### config.mk
export PLATFORM = sky130hd
export DESIGN_NAME = fadd_norm_round_flat
export DESIGN_NICKNAME = d
export VERILOG_FILES = /design/src/rtl/fadd_norm_round_pkg.sv /design/src/rtl/fadd_norm_round_if.sv /design/src/rtl/fadd_norm_round_lzc48.sv /design/src/rtl/fadd_norm_round.sv /design/src/flat_wrapper.sv
export SDC_FILE = /design/constraint.sdc
export NUM_CORES = 1
export LEC_CHECK = 0
export CAP_MARGIN = 30
export CORE_MARGIN = 1
export CORE_UTILIZATION = 30
export DETAILED_ROUTE_END_ITERATION = 6
export DONT_BUFFER_PORTS = 1
export PLACE_DENSITY = 0.52
export SKIP_CTS_REPAIR_TIMING = 1
export SLEW_MARGIN = 20
export SYNTH_ARGS = -nofsm -noshare
export SYNTH_HDL_FRONTEND = slang
export SYNTH_SLANG_ARGS = --single-unit
### constraint.sdc
create_clock -name clk -period 10.3 [get_ports clk]
set_input_delay 2.06 -clock clk [delete_from_list [all_inputs] [get_ports clk]]
set_output_delay 2.06 -clock clk [all_outputs]
set_load 0.02 [all_outputs]
### src/rtl/fadd_norm_round_pkg.sv
// Shared types and constants for the FADD/FSUB normalize-and-round stage.
package fp_add_pkg;

  typedef enum logic [2:0] {
    RNE = 3'b000,
    RTZ = 3'b001,
    RDN = 3'b010,
    RUP = 3'b011,
    RMM = 3'b100
  } rm_e;

  localparam int FLAG_NV = 4;
  localparam int FLAG_DZ = 3;
  localparam int FLAG_OF = 2;
  localparam int FLAG_UF = 1;
  localparam int FLAG_NX = 0;

  localparam int EXP_MAX = 255;
  localparam int BIAS    = 127;

  typedef struct packed {
    logic        valid;
    logic        special;
    logic [31:0] special_result;
    logic [4:0]  special_flags;
    logic        sign;
    logic [2:0]  rm;
    logic [9:0]  exp;
    logic [47:0] mant;
    logic        sticky;
  } s1_t;

  typedef struct packed {
    logic        valid;
    logic        special;
    logic [31:0] special_result;
    logic [4:0]  special_flags;
    logic        sign;
    logic [2:0]  rm;
    logic [9:0]  exp;
    logic [22:0] frac;
    logic        nx;
  } s2_t;

  // Overflow saturates to the largest finite value when rounding toward zero.
  function automatic logic ovf_to_inf(input logic [2:0] rm, input logic sign);
    logic r;
    case (rm)
      RTZ:     r = 1'b0;
      RDN:     r = sign;
      RUP:     r = ~sign;
      default: r = 1'b1;
    endcase
    return r;
  endfunction

endpackage

### src/rtl/fadd_norm_round_if.sv
// Upstream operand bundle and downstream result handshake for fadd_norm_round.
interface fadd_norm_round_if #(
  parameter int MANT_W = 48,
  parameter int EXP_W  = 8
);
  logic              in_valid;
  logic              in_ready;
  logic [MANT_W-1:0] mantissa_sum;
  logic              carry;
  logic              sign_res;
  logic              sticky_in;
  logic              eff_sub;
  logic [EXP_W-1:0]  exp_in;
  logic [2:0]        rm;
  logic              special_valid;
  logic [31:0]       special_result;
  logic [4:0]        special_flags;
  logic              flush;
  logic              out_valid;
  logic              out_ready;
  logic [31:0]       result;
  logic [4:0]        fflags;

  modport master (
    output in_valid, mantissa_sum, carry, sign_res, sticky_in, eff_sub, exp_in, rm,
           special_valid, special_result, special_flags, flush, out_ready,
    input  in_ready, out_valid, result, fflags
  );

  modport slave (
    input  in_valid, mantissa_sum, carry, sign_res, sticky_in, eff_sub, exp_in, rm,
           special_valid, special_result, special_flags, flush, out_ready,
    output in_ready, out_valid, result, fflags
  );
endinterface

### src/rtl/fadd_norm_round_lzc48.sv
// Combinational 48-bit leading-zero counter; returns 48 for an all-zero input.
module lzc48 (
  input  logic [47:0] d,
  output logic [5:0]  count
);
  always_comb begin
    count = 6'd48;
    for (int unsigned i = 0; i < 48; i++) begin
      if (d[i]) count = 6'(47 - i);
    end
  end
endmodule

### src/rtl/fadd_norm_round.sv
// Three-stage normalize / round / pack pipeline for binary32 add/sub results.
module fadd_norm_round
  import fp_add_pkg::*;
#(
  parameter int MANT_W = 48,
  parameter int EXP_W  = 8
) (
  input logic             clk,
  input logic             reset_n,
  fadd_norm_round_if.slave bus
);

  logic              stall;
  s1_t               s1_d, s1_q;
  s2_t               s2_d, s2_q;
  logic              s3_valid_q;
  logic [31:0]       res_d, res_q;
  logic [4:0]        flg_d, flg_q;
  logic [5:0]        lz;
  logic [EXP_W-1:0]  shift_limit;
  logic [EXP_W-1:0]  shift_amt;
  logic [MANT_W-1:0] norm_mant;
  logic              guard_bit;
  logic              sticky_bit;
  logic              inc;
  logic [24:0]       rsum;

  assign stall         = s3_valid_q & ~bus.out_ready;
  assign bus.in_ready  = ~stall;
  assign bus.out_valid = s3_valid_q;
  assign bus.result    = res_q;
  assign bus.fflags    = flg_q;

  lzc48 u_lzc (
    .d     (bus.mantissa_sum),
    .count (lz)
  );

  // S1: normalize. Left shift is capped so the exponent never drops below 1;
  // a mantissa still lacking its hidden bit afterwards is subnormal.
  always_comb begin
    s1_d                = '0;
    shift_limit         = '0;
    shift_amt           = '0;
    norm_mant           = '0;
    s1_d.valid          = bus.in_valid;
    s1_d.special        = bus.special_valid;
    s1_d.special_result = bus.special_result;
    s1_d.special_flags  = bus.special_flags;
    s1_d.sign           = bus.sign_res;
    s1_d.rm             = bus.rm;
    s1_d.sticky         = bus.sticky_in;
    if (bus.carry) begin
      s1_d.mant   = {1'b1, bus.mantissa_sum[MANT_W-1:1]};
      s1_d.exp    = 10'(bus.exp_in) + 10'd1;
      s1_d.sticky = bus.sticky_in | bus.mantissa_sum[0];
    end else begin
      shift_limit = (bus.exp_in == '0) ? '0 : bus.exp_in - EXP_W'(1);
      shift_amt   = (EXP_W'(lz) < shift_limit) ? EXP_W'(lz) : shift_limit;
      norm_mant   = bus.mantissa_sum << shift_amt;
      s1_d.mant   = norm_mant;
      s1_d.exp    = norm_mant[MANT_W-1] ? 10'(bus.exp_in - shift_amt) : '0;
      if (bus.mantissa_sum == '0 && !bus.sticky_in && bus.eff_sub)
        s1_d.sign = (bus.rm == RDN);
    end
  end

  // S2: round to 24 significant bits.
  always_comb begin
    s2_d       = '0;
    guard_bit  = s1_q.mant[23];
    sticky_bit = |s1_q.mant[22:0] | s1_q.sticky;
    case (s1_q.rm)
      RTZ:     inc = 1'b0;
      RDN:     inc = s1_q.sign & (guard_bit | sticky_bit);
      RUP:     inc = ~s1_q.sign & (guard_bit | sticky_bit);
      RMM:     inc = guard_bit;
      default: inc = guard_bit & (sticky_bit | s1_q.mant[24]);
    endcase
    rsum                = {1'b0, s1_q.mant[47:24]} + 25'(inc);
    s2_d.valid          = s1_q.valid;
    s2_d.special        = s1_q.special;
    s2_d.special_result = s1_q.special_result;
    s2_d.special_flags  = s1_q.special_flags;
    s2_d.sign           = s1_q.sign;
    s2_d.rm             = s1_q.rm;
    s2_d.frac           = rsum[22:0];
    s2_d.exp            = s1_q.exp + 10'(rsum[24]);
    if (s1_q.exp == '0 && rsum[23]) s2_d.exp = 10'd1;
    s2_d.nx             = guard_bit | sticky_bit;
  end

  // S3: pack and flags.
  always_comb begin
    res_d = '0;
    flg_d = '0;
    if (s2_q.special) begin
      res_d = s2_q.special_result;
      flg_d = s2_q.special_flags;
    end else if (s2_q.exp >= 10'(EXP_MAX)) begin
      flg_d[FLAG_OF] = 1'b1;
      flg_d[FLAG_NX] = 1'b1;
      res_d = ovf_to_inf(s2_q.rm, s2_q.sign) ? {s2_q.sign, 8'hFF, 23'h000000}
                                             : {s2_q.sign, 8'hFE, 23'h7FFFFF};
    end else begin
      res_d          = {s2_q.sign, s2_q.exp[7:0], s2_q.frac};
      flg_d[FLAG_NX] = s2_q.nx;
      flg_d[FLAG_UF] = (s2_q.exp == '0) & s2_q.nx;
    end
  end

  always_ff @(posedge clk) begin
    if (!reset_n) begin
      s1_q       <= '0;
      s2_q       <= '0;
      s3_valid_q <= 1'b0;
      res_q      <= '0;
      flg_q      <= '0;
    end else if (bus.flush) begin
      s1_q.valid <= 1'b0;
      s2_q.valid <= 1'b0;
      s3_valid_q <= 1'b0;
    end else if (!stall) begin
      s1_q       <= s1_d;
      s2_q       <= s2_d;
      s3_valid_q <= s2_q.valid;
      res_q      <= res_d;
      flg_q      <= flg_d;
    end
  end

endmodule

### src/flat_wrapper.sv
// flat-port wrapper written by rule: the top's interface ports become plain ports
module fadd_norm_round_flat import fp_add_pkg::*;
#(
  parameter int MANT_W = 48,
  parameter int EXP_W  = 8
)
  (clk, reset_n, bus_in_valid, bus_mantissa_sum, bus_carry, bus_sign_res, bus_sticky_in, bus_eff_sub, bus_exp_in, bus_rm, bus_special_valid, bus_special_result, bus_special_flags, bus_flush, bus_out_ready, bus_in_ready, bus_out_valid, bus_result, bus_fflags);
  fadd_norm_round_if #(.MANT_W(MANT_W), .EXP_W(EXP_W)) bus_i ();
  input logic clk;
  input logic reset_n;
  input wire logic [$bits(bus_i.in_valid)-1:0] bus_in_valid;
  input wire logic [$bits(bus_i.mantissa_sum)-1:0] bus_mantissa_sum;
  input wire logic [$bits(bus_i.carry)-1:0] bus_carry;
  input wire logic [$bits(bus_i.sign_res)-1:0] bus_sign_res;
  input wire logic [$bits(bus_i.sticky_in)-1:0] bus_sticky_in;
  input wire logic [$bits(bus_i.eff_sub)-1:0] bus_eff_sub;
  input wire logic [$bits(bus_i.exp_in)-1:0] bus_exp_in;
  input wire logic [$bits(bus_i.rm)-1:0] bus_rm;
  input wire logic [$bits(bus_i.special_valid)-1:0] bus_special_valid;
  input wire logic [$bits(bus_i.special_result)-1:0] bus_special_result;
  input wire logic [$bits(bus_i.special_flags)-1:0] bus_special_flags;
  input wire logic [$bits(bus_i.flush)-1:0] bus_flush;
  input wire logic [$bits(bus_i.out_ready)-1:0] bus_out_ready;
  output wire logic [$bits(bus_i.in_ready)-1:0] bus_in_ready;
  output wire logic [$bits(bus_i.out_valid)-1:0] bus_out_valid;
  output wire logic [$bits(bus_i.result)-1:0] bus_result;
  output wire logic [$bits(bus_i.fflags)-1:0] bus_fflags;
  assign bus_i.in_valid = bus_in_valid;
  assign bus_i.mantissa_sum = bus_mantissa_sum;
  assign bus_i.carry = bus_carry;
  assign bus_i.sign_res = bus_sign_res;
  assign bus_i.sticky_in = bus_sticky_in;
  assign bus_i.eff_sub = bus_eff_sub;
  assign bus_i.exp_in = bus_exp_in;
  assign bus_i.rm = bus_rm;
  assign bus_i.special_valid = bus_special_valid;
  assign bus_i.special_result = bus_special_result;
  assign bus_i.special_flags = bus_special_flags;
  assign bus_i.flush = bus_flush;
  assign bus_i.out_ready = bus_out_ready;
  assign bus_in_ready = bus_i.in_ready;
  assign bus_out_valid = bus_i.out_valid;
  assign bus_result = bus_i.result;
  assign bus_fflags = bus_i.fflags;
  fadd_norm_round #(.MANT_W(MANT_W), .EXP_W(EXP_W)) u_core (.clk(clk), .reset_n(reset_n), .bus(bus_i));
endmodule
==> results.ini, run 1 <==
[route]
drt_iter0_drc=1307
vias_per_cell=5.88
wire_per_inst_um=24.1
dr_total_vias=13600
drtPass1Iterations=6
ant_nets=0
drcViolationCount=0
drt-total-wl_um=55800

[die]
die_area_sq_um=46900
rows=78
die_w_um=217
coreArea_sq_um=45400
initial_core_util=0.305
io_pins=145
die_h_um=217

[cells_and_area]
areaGrowthSynthToFinish_pct=8.30
nNetsFinal=1819
drive_above_1_share=0.0742
final_common_cell=nand2_1
final_cell_mix=268 x nand2_1, 249 x a21oi_1, 217 x dfxtp_1

[grt]
gr-usage-met1=0.320
grt_max_degree=177
use_met3=0.0494
antenna_found_initial=0
grt_pass1_vias=13000
grt_overflow=0
track_usage=0.232
busiest_layer=met2
gr-usage-met2=0.347
grt_pass1_wl_um=83600

[worst_setup_path]
worstSetupPathType=input pin to flop
cp-start-kind=input pin
critPathRequiredTime_ps=10720
path_max_fanout=44
crit_start=bus_mantissa_sum[17]
reg2regPathDepth=24
rr_startpoint=u_core.s1_q[14]$_SDFFE_PN0P_
arrival_ps=8000
critPathCaptureType=flop

[clock_network]
cts_root_buf=clkbuf_16
cts-buffers-inserted=25
cts.clk_slew.worst_paths_ps=60
cts_buffer_depth=3
clk_latency_ps=520
cts.htree.levels=1
cts_tree=yes
clock-sinks=217

[worst_hold_path]
hp-class=flop to flop
hp-start=u_core.s1_q[99]$_SDFFE_PN0P_
hold_depth=2

[logic_synthesis]
ys_types=91
synth_seq_cells=217
avgSynthCellArea_sq_um=7.66
synthFlopType=dfxtp_1
ys_warn_count=0
synth_edf_count=0
async_reset_ff_frac=0
synthesis.area_sq_um=13800
netlist_instances=1804
synth_seq_area_share=0.314

[timing]
setup_viol=0
finalClockSkew_ps=14.8
period_share=0.737
hold_viol_final=0
max_freq_mhz=132
rsz0062_at_grt=no
maxSlewViolCount=0
setup_tns_ps=0
max_slew_margin=0.226
layout_min_cycle_time_ps=7590
worst_slew_pin_slew_ps=1150
hold_ws_ps=451

[power]
power_density_nw_per_um2=151
p_leak_uw=0.00551
ir_worst_vdd_mv=0.108

[place]
gp_congestion=0.954
port_buffers=0
hpwl_um=40100

[flow_run]
maxCapViolations=0

[outcome]
status=finished clean

## report_power, final
group / internal (uW) / switching (uW) / leakage, uW
clock: 530 / 352 / 0.000404
sequential: 892 / 51.0 / 0.00179
combinational: 158 / 274 / 0.00332
## flip-flops by register name (all words and copies together), names as in the netlist
signal                cells
u_core.bus.fflags         5
u_core.bus.out_valid      1
u_core.bus.result        32
u_core.guard_bit          1
u_core.s1_q             101
u_core.s2_q              77
## worst paths after layout
check / to / slack, ps
min: u_core.s2_q[74]$_SDFFE_PN0P_ / 450
min reg2reg: u_core.s2_q[74]$_SDFFE_PN0P_ / 450
max reg2reg: u_core.s2_q[32]$_SDFFE_PN0P_ / 5020
max: u_core.s1_q[57]$_SDFFE_PN0P_ / 2710
## per-layer routing
layer | share of wire | wire length (um)
met4 | 0.041 | 2280
met5 | 0 | 0
met3 | 0.093 | 5170
met1 | 0.45 | 24900
met2 | 0.42 | 23500
## logic make-up after synthesis
family / Yosys count / synth area share
other cells: 1 / 0.000271
xor+xnor: 46 / 0.0291
fa+ha+maj: 20 / 0.0183
flops: 217 / 0.314
compound gates: 588 / 0.272
simple gates: 623 / 0.210
mux: 112 / 0.0985
buf+inv: 197 / 0.0576
## area by class of cell
class                           instances  area (sq um)
Sequential cell                       217          4340
Multi-Input combinational cell       1391          8720
Clock inverter                         10           110
Tap cell                              600           751
Timing Repair Buffer                   22           195
Inverter                               38           145
Antenna cell                            1          2.50
Fill cell                            4895         30400
Clock buffer                           33           706
## worst max-delay path, cell delays in order
cell and delay (ps):
nor4_1 410, o311ai_0 210, a21oi_1 150, o2111a_1 270, o22ai_1 190, ha_1 270
nor2_1 90, o211ai_1 120, or4_4 510, o21a_1 210, a211o_2 450, nor2_8 640
mux4_2 600, mux2i_1 330, nand3_1 130, a32oi_1 920, nor3_1 110, o221a_2 280
## through the flow
step	instance area, sq um	std cells	total power (uW)	util	setup WS [ps]
floorplan	13800	1805	1270	-	2280
global placement	14100	2266	1380	0.311	2250
detailed placement	14100	2266	1380	0.311	2190
CTS	14900	2309	2280	0.329	2750
global route	15000	2311	2360	0.330	2390
finish	15000	2312	2260	0.330	2710
## cell usage after synthesis (15+ instances only)
| cell | number | area (sq um) |
|---|---|---|
| nor4_1 | 24 | 150 |
| o211ai_1 | 28 | 210 |
| xnor2_1 | 26 | 228 |
| nor2_1 | 128 | 480 |
| nor3_1 | 42 | 210 |
| clkbuf_1 | 116 | 435 |
| mux2_2 | 16 | 180 |
| nand3_1 | 40 | 200 |
| dfxtp_1 | 217 | 4340 |
| mux4_2 | 15 | 338 |
| o21ai_0 | 84 | 420 |
| nand2_1 | 268 | 1010 |
| a211oi_1 | 48 | 360 |
| xor2_1 | 20 | 175 |
| and3_1 | 42 | 263 |
| mux2i_1 | 79 | 791 |
| buf_2 | 27 | 135 |
| a31oi_1 | 15 | 93.8 |
| a21oi_1 | 249 | 1250 |
| or3_1 | 15 | 93.8 |
| ha_1 | 17 | 213 |
| inv_1 | 36 | 135 |
No activity file was read; power rests on OpenSTA's default activity.
==> inputs of run 2 (changes only) <==
- PLACE_DENSITY: 0.52 -> 0.53
- clock period: 10.3 -> 6.2 ns (I/O delays scaled with it)
==> results.ini, run 2 (synthesis results as in run 1) <==
[timing]
max_freq_mhz=181
hold_ws_ps=450  ; -1.47 ps
period_share=0.893
rsz0062_at_grt=no
maxSlewViolCount=0  ; unchanged
worst_slew_pin_slew_ps=1040  ; -111 ps
hold_viol_final=0  ; unchanged
finalClockSkew_ps=17.6  ; +2.85 ps
setup_viol=0  ; unchanged
max_slew_margin=0.304  ; +0.0783
layout_min_cycle_time_ps=5540

[die]
initial_core_util=0.305  ; unchanged
coreArea_sq_um=45400  ; unchanged
die_area_sq_um=46900  ; unchanged
die_h_um=217  ; unchanged
rows=78  ; unchanged
die_w_um=217  ; unchanged
io_pins=145  ; unchanged

[worst_setup_path]
worstSetupPathType=input pin to flop
reg2regPathDepth=25  ; +4.2%
worstReg2RegEnd=u_core.s2_q[33]$_SDFFE_PN0P_
critPathRequiredTime_ps=6650  ; -4070 ps
cp-start-kind=input pin
reg2reg_slack_ps=1210  ; -3810 ps
path_max_fanout=20  ; -55%
rr_startpoint=u_core.s1_q[16]$_SDFFE_PN0P_
arrival_ps=5990  ; -2010 ps
critPathCaptureType=flop

[cells_and_area]
areaGrowthSynthToFinish_pct=12.7
top_register=u_core.s1_q
drive_above_1_share=0.111  ; +0.0363
final_common_cell=nand2_1
final_area_sq_um=15600  ; +4.1%
post-route-util=0.343  ; +0.0135
final_cell_mix=268 x nand2_1, 249 x a21oi_1, 217 x dfxtp_1
nNetsFinal=1880  ; +3.4%
largest_register_ffs=101  ; unchanged
antenna_cells=0  ; -1

[place]
port_buffers=0  ; unchanged
gp_congestion=0.990  ; +3.8%
hpwl_um=41000  ; +2.3%
dpl_cell_area_sq_um=14700  ; +3.9%

[power]
p_leak_uw=0.00587  ; +6.5%
fin_total_pwr_uw=3860  ; +71%
power_density_nw_per_um2=248  ; +64%
ir_worst_vdd_mv=0.203  ; +88%

[route]
wire_per_inst_um=23.6  ; -2.3%
ant_nets=0  ; unchanged
drt-total-wl_um=55900  ; +0.24%
drt_iter0_drc=1451  ; +11%
dr_total_vias=13800  ; +1.8%
drtPass1Iterations=6  ; unchanged
drcViolationCount=0  ; unchanged
vias_per_cell=5.83  ; -0.77%

[grt]
grt_overflow=0  ; unchanged
grt_max_degree=116  ; -34%
grt_pass1_wl_um=84900  ; +1.5%
track_usage=0.232  ; +0.000446
antenna_found_initial=1  ; +1
grt_pass1_vias=13300  ; +1.9%

[worst_hold_path]
min_to=u_core.s2_q[35]$_SDFFE_PN0P_
hp-class=flop to flop
hold_depth=2  ; unchanged
hp-start=u_core.s2_q[35]$_SDFFE_PN0P_

[clock_network]
cts-buffers-inserted=24  ; -4.0%
cts_buffer_depth=3  ; unchanged
cts.clk_slew.worst_paths_ps=60  ; about the same
cts_tree=yes
cts.htree.levels=1  ; unchanged
clock-sinks=217  ; unchanged
cts_root_buf=clkbuf_16
clk_latency_ps=530  ; about the same

[outcome]
status=finished clean

[flow_run]
maxCapViolations=0  ; unchanged

==> run 2: changes by cell type in the layout (fill, tap and decap cells not counted), moves of 2 or more <==
| cell | before | now |
|---|---|---|
| buf_4 | 19 | 78 |
| buf_12 | 1 | 4 |
| bufinv_16 | 2 | 4 |
| o311ai_0 | 7 | 5 |
| o311ai_1 | 0 | 2 |
==> run 2: how the worst max path moves through the flow <==
stage                         startpoint                           end  slack [ps]  depth (start not counted)
floorplan           bus_mantissa_sum[16]  u_core.s1_q[58]$_SDFFE_PN0P_         -70                         26
global placement    bus_mantissa_sum[17]  u_core.s1_q[58]$_SDFFE_PN0P_         170                         21
detailed placement  bus_mantissa_sum[16]  u_core.s1_q[58]$_SDFFE_PN0P_         150                         19
CTS                 bus_mantissa_sum[16]  u_core.s1_q[58]$_SDFFE_PN0P_         690                         19
global route         bus_mantissa_sum[4]  u_core.s1_q[58]$_SDFFE_PN0P_         430                         17
finish              bus_mantissa_sum[16]  u_core.s1_q[58]$_SDFFE_PN0P_         660                         19
==> run 2: critical path: stages <==
cell and delay [ps]:
nor4_4 270, o311ai_1 140, a21oi_1 160, o2111a_1 260, o22ai_2 130, ha_2 200, nor2_1 80, o211ai_1 120
or4_4 520, o211ai_4 260, a21o_1 300, a21o_1 170, buf_4 290, mux4_2 560, a2111oi_2 320, a32oi_1 140
buf_4 190, or4_1 480, a21oi_1 120
==> run 2: through the flow <==
| step | std cells | TNS (ps) | setup slack (ps) |
|---|---|---|---|
| floorplan | 1805 | -66.0 | -66.0 |
| global placement | 2328 | 0 | 174 |
| detailed placement | 2328 | 0 | 150 |
| CTS | 2371 | 0 | 686 |
| global route | 2373 | 0 | 429 |
| finish | 2373 | 0 | 661 |
==> run 2: final cells by class <==
| type | instances | area, sq um |
|---|---|---|
| Clock inverter | 11 | 164 |
| Tap cell | 600 | 751 |
| Clock buffer | 32 | 692 |
| Inverter | 38 | 148 |
| Multi-Input combinational cell | 1391 | 8760 |
| Timing Repair Buffer | 84 | 721 |
| Sequential cell | 217 | 4340 |
| Fill cell | 4830 | 29800 |
==> run 2: layer usage <==
metal / GRT usage / routed length, um / share of wire
met1: 0.322 / 25300 / 0.45
met3: 0.0372 / 4000 / 0.072
met2: 0.363 / 24900 / 0.44
met4: 0.0777 / 1740 / 0.031
met5: 0 / 0 / 0
==> run 2: power by group <==
group | switching [uW] | total, uW | internal [uW]
registers | 86.3 | 1570 | 1480
clock network | 588 | 1540 | 950
logic | 453 | 754 | 302
total | 1130 | 3860 | 2730
==> inputs of run 3 (changes only) <==
- MAX_ROUTING_LAYER: default -> met4
==> results.ini, run 3 (synthesis results as in run 1) <==
[power]
p_leak_uw=0.00596  ; +1.5%
fin_total_pwr_uw=4020  ; +4.1%
ir_worst_vdd_mv=0.190  ; -6.2%
power_density_nw_per_um2=255  ; +3.0%

[worst_setup_path]
critical_path.top_delay_family=simple AND/OR/NAND/NOR gates
critPathCaptureType=flop
path_cells=or4_1 > nor4b_1 > nand3_1 > a21oi_1 > ha_1 > and2_1 > o21ai_1 > and2_1 > a211oi_1 > buf_4 > a21oi_1 > a21oi_1 > mux4_2 > a2111oi_2 > a32oi_1 > buf_4 > or4_1 > a21oi_1
path_max_fanout=14  ; -30%
crit_top_cell=a21oi_1
cp-start-kind=input pin
arrival_ps=6100  ; +110 ps
worstSetupPathType=input pin to flop
rr_startpoint=u_core.s1_q[14]$_SDFFE_PN0P_
worst_path_max_delay_cell=or4_1
cpPeakStageDelay_ps=540  ; -20 ps
critical_path_buf_inv_count=2  ; unchanged
crit_start=bus_mantissa_sum[4]
critPathRequiredTime_ps=6660  ; about the same

[clock_network]
clock-sinks=217  ; unchanged
clk_latency_ps=540  ; about the same
cts-buffers-inserted=25  ; +4.2%
cts_buffer_depth=3  ; unchanged
cts.htree.levels=1  ; unchanged
cts.clk_slew.worst_paths_ps=60  ; about the same
cts_root_buf=clkbuf_16
cts_tree=yes

[route]
vias_per_cell=5.87  ; +0.57%
ant_nets=0  ; unchanged
dr_total_vias=14000  ; +1.4%
drt_iter0_drc=1547  ; +6.6%
drcViolationCount=0  ; unchanged
drt-total-wl_um=59100  ; +5.6%
drtPass1Iterations=5  ; -1
wire_per_inst_um=24.7  ; +4.8%

[cells_and_area]
nNetsFinal=1894  ; +0.74%
largest_register_ffs=101  ; unchanged
drive_above_1_share=0.120  ; +0.00907
instances_no_fill=2392  ; +0.80%
areaGrowthSynthToFinish_pct=14.0
final_common_cell=nand2_1
final_cell_mix=268 x nand2_1, 249 x a21oi_1, 217 x dfxtp_1
top_register=u_core.s1_q

[die]
coreArea_sq_um=45400  ; unchanged
die_h_um=217  ; unchanged
rows=78  ; unchanged
die_area_sq_um=46900  ; unchanged
io_pins=145  ; unchanged
initial_core_util=0.305  ; unchanged
die_w_um=217  ; unchanged

[timing]
hold_viol_final=0  ; unchanged
finalClockSkew_ps=18.6  ; +0.908 ps
setup_viol=0  ; unchanged
worst_slew_pin_slew_ps=932  ; -107 ps
maxSlewViolCount=0  ; unchanged
rsz0062_at_grt=no
period_share=0.910  ; +0.0164
max_freq_mhz=177  ; -1.8%
max_slew_margin=0.376  ; +0.0716
layout_min_cycle_time_ps=5640  ; +101 ps

[worst_hold_path]
hp-class=flop to flop
hp-start=u_core.s1_q[89]$_SDFFE_PN0P_

[place]
port_buffers=0  ; unchanged
gp_congestion=0.971  ; -1.9%
hpwl_um=43000  ; +4.8%
placed_cells=2343  ; +0.64%

[grt]
grt_pass1_vias=13600  ; +2.5%
antenna_found_initial=2  ; +1
grt_pass1_wl_um=89000  ; +4.8%
grt_max_degree=144  ; +24%
grt_overflow=0  ; unchanged
track_usage=0.254  ; +0.0216

[flow_run]
maxCapViolations=0  ; unchanged

[outcome]
status=finished clean

-- run 3: changes by cell type in the layout (fill, tap and decap cells not counted) --
cell	delta
clkbuf_1	-2
diode_2	+3
inv_6	+1
buf_12	+3
bufinv_16	+2
clkinvlp_4	+1
clkinv_2	+1
buf_4	+12
buf_16	-2
-- run 3: layer usage --
layer | vias to the layer above | global-route usage | share of wire
li1 | 6521 | - | -
met1 | 6802 | 0.335 | 0.45
met2 | 591 | 0.391 | 0.45
met3 | 118 | 0.0413 | 0.072
met4 | 0 | 0.0845 | 0.032
met5 | - | - | 0
-- run 3: layout make-up --
| cell class | instances | area, sq um |
|---|---|---|
| multi-input cells | 1391 | 8760 |
| fillers | 4851 | 29600 |
| well taps | 600 | 751 |
| clock inverters | 16 | 245 |
| inverters | 38 | 148 |
| clock buffers | 30 | 684 |
| diodes | 3 | 7.51 |
| flip-flops and latches | 217 | 4340 |
| repair buffers | 97 | 816 |
-- run 3: tightest hold or removal path, cell delays in order, from the launching register on --
cell and delay, ps:
dfxtp_1 310, nand2_1 50, a21oi_1 50
-- run 3: where the power goes --
group / internal (uW) / switching [uW] / total, uW
Combinational: 314 / 473 / 787
Sequential: 1480 / 87.0 / 1570
Clock: 1040 / 625 / 1660
Total: 2830 / 1190 / 4020
-- run 3: path summary, 6_finish.rpt --
path                            cells after the start                           end  slack (ps)
worst max-delay path                               18  u_core.s1_q[58]$_SDFFE_PN0P_         560
worst min-delay path                                2  u_core.s2_q[64]$_SDFFE_PN0P_         450
worst max register to register                     25  u_core.s2_q[32]$_SDFFE_PN0P_        1160
worst min register to register                      2  u_core.s2_q[64]$_SDFFE_PN0P_         450
-- run 3: stage by stage --
step           hold slack [ps]  instance area, sq um  setup WS, ps  TNS, ps  utilization
6_report                   450                 15800           559        0        0.347
3_3_place_gp               436                 14800           102        0        0.326
4_1_cts                    448                 15800           602        0        0.347
3_5_place_dp               441                 14800          44.2        0        0.327
5_1_grt                    468                 15800           276        0        0.347
2_1_floorplan              432                 13900         -66.0    -66.0            -
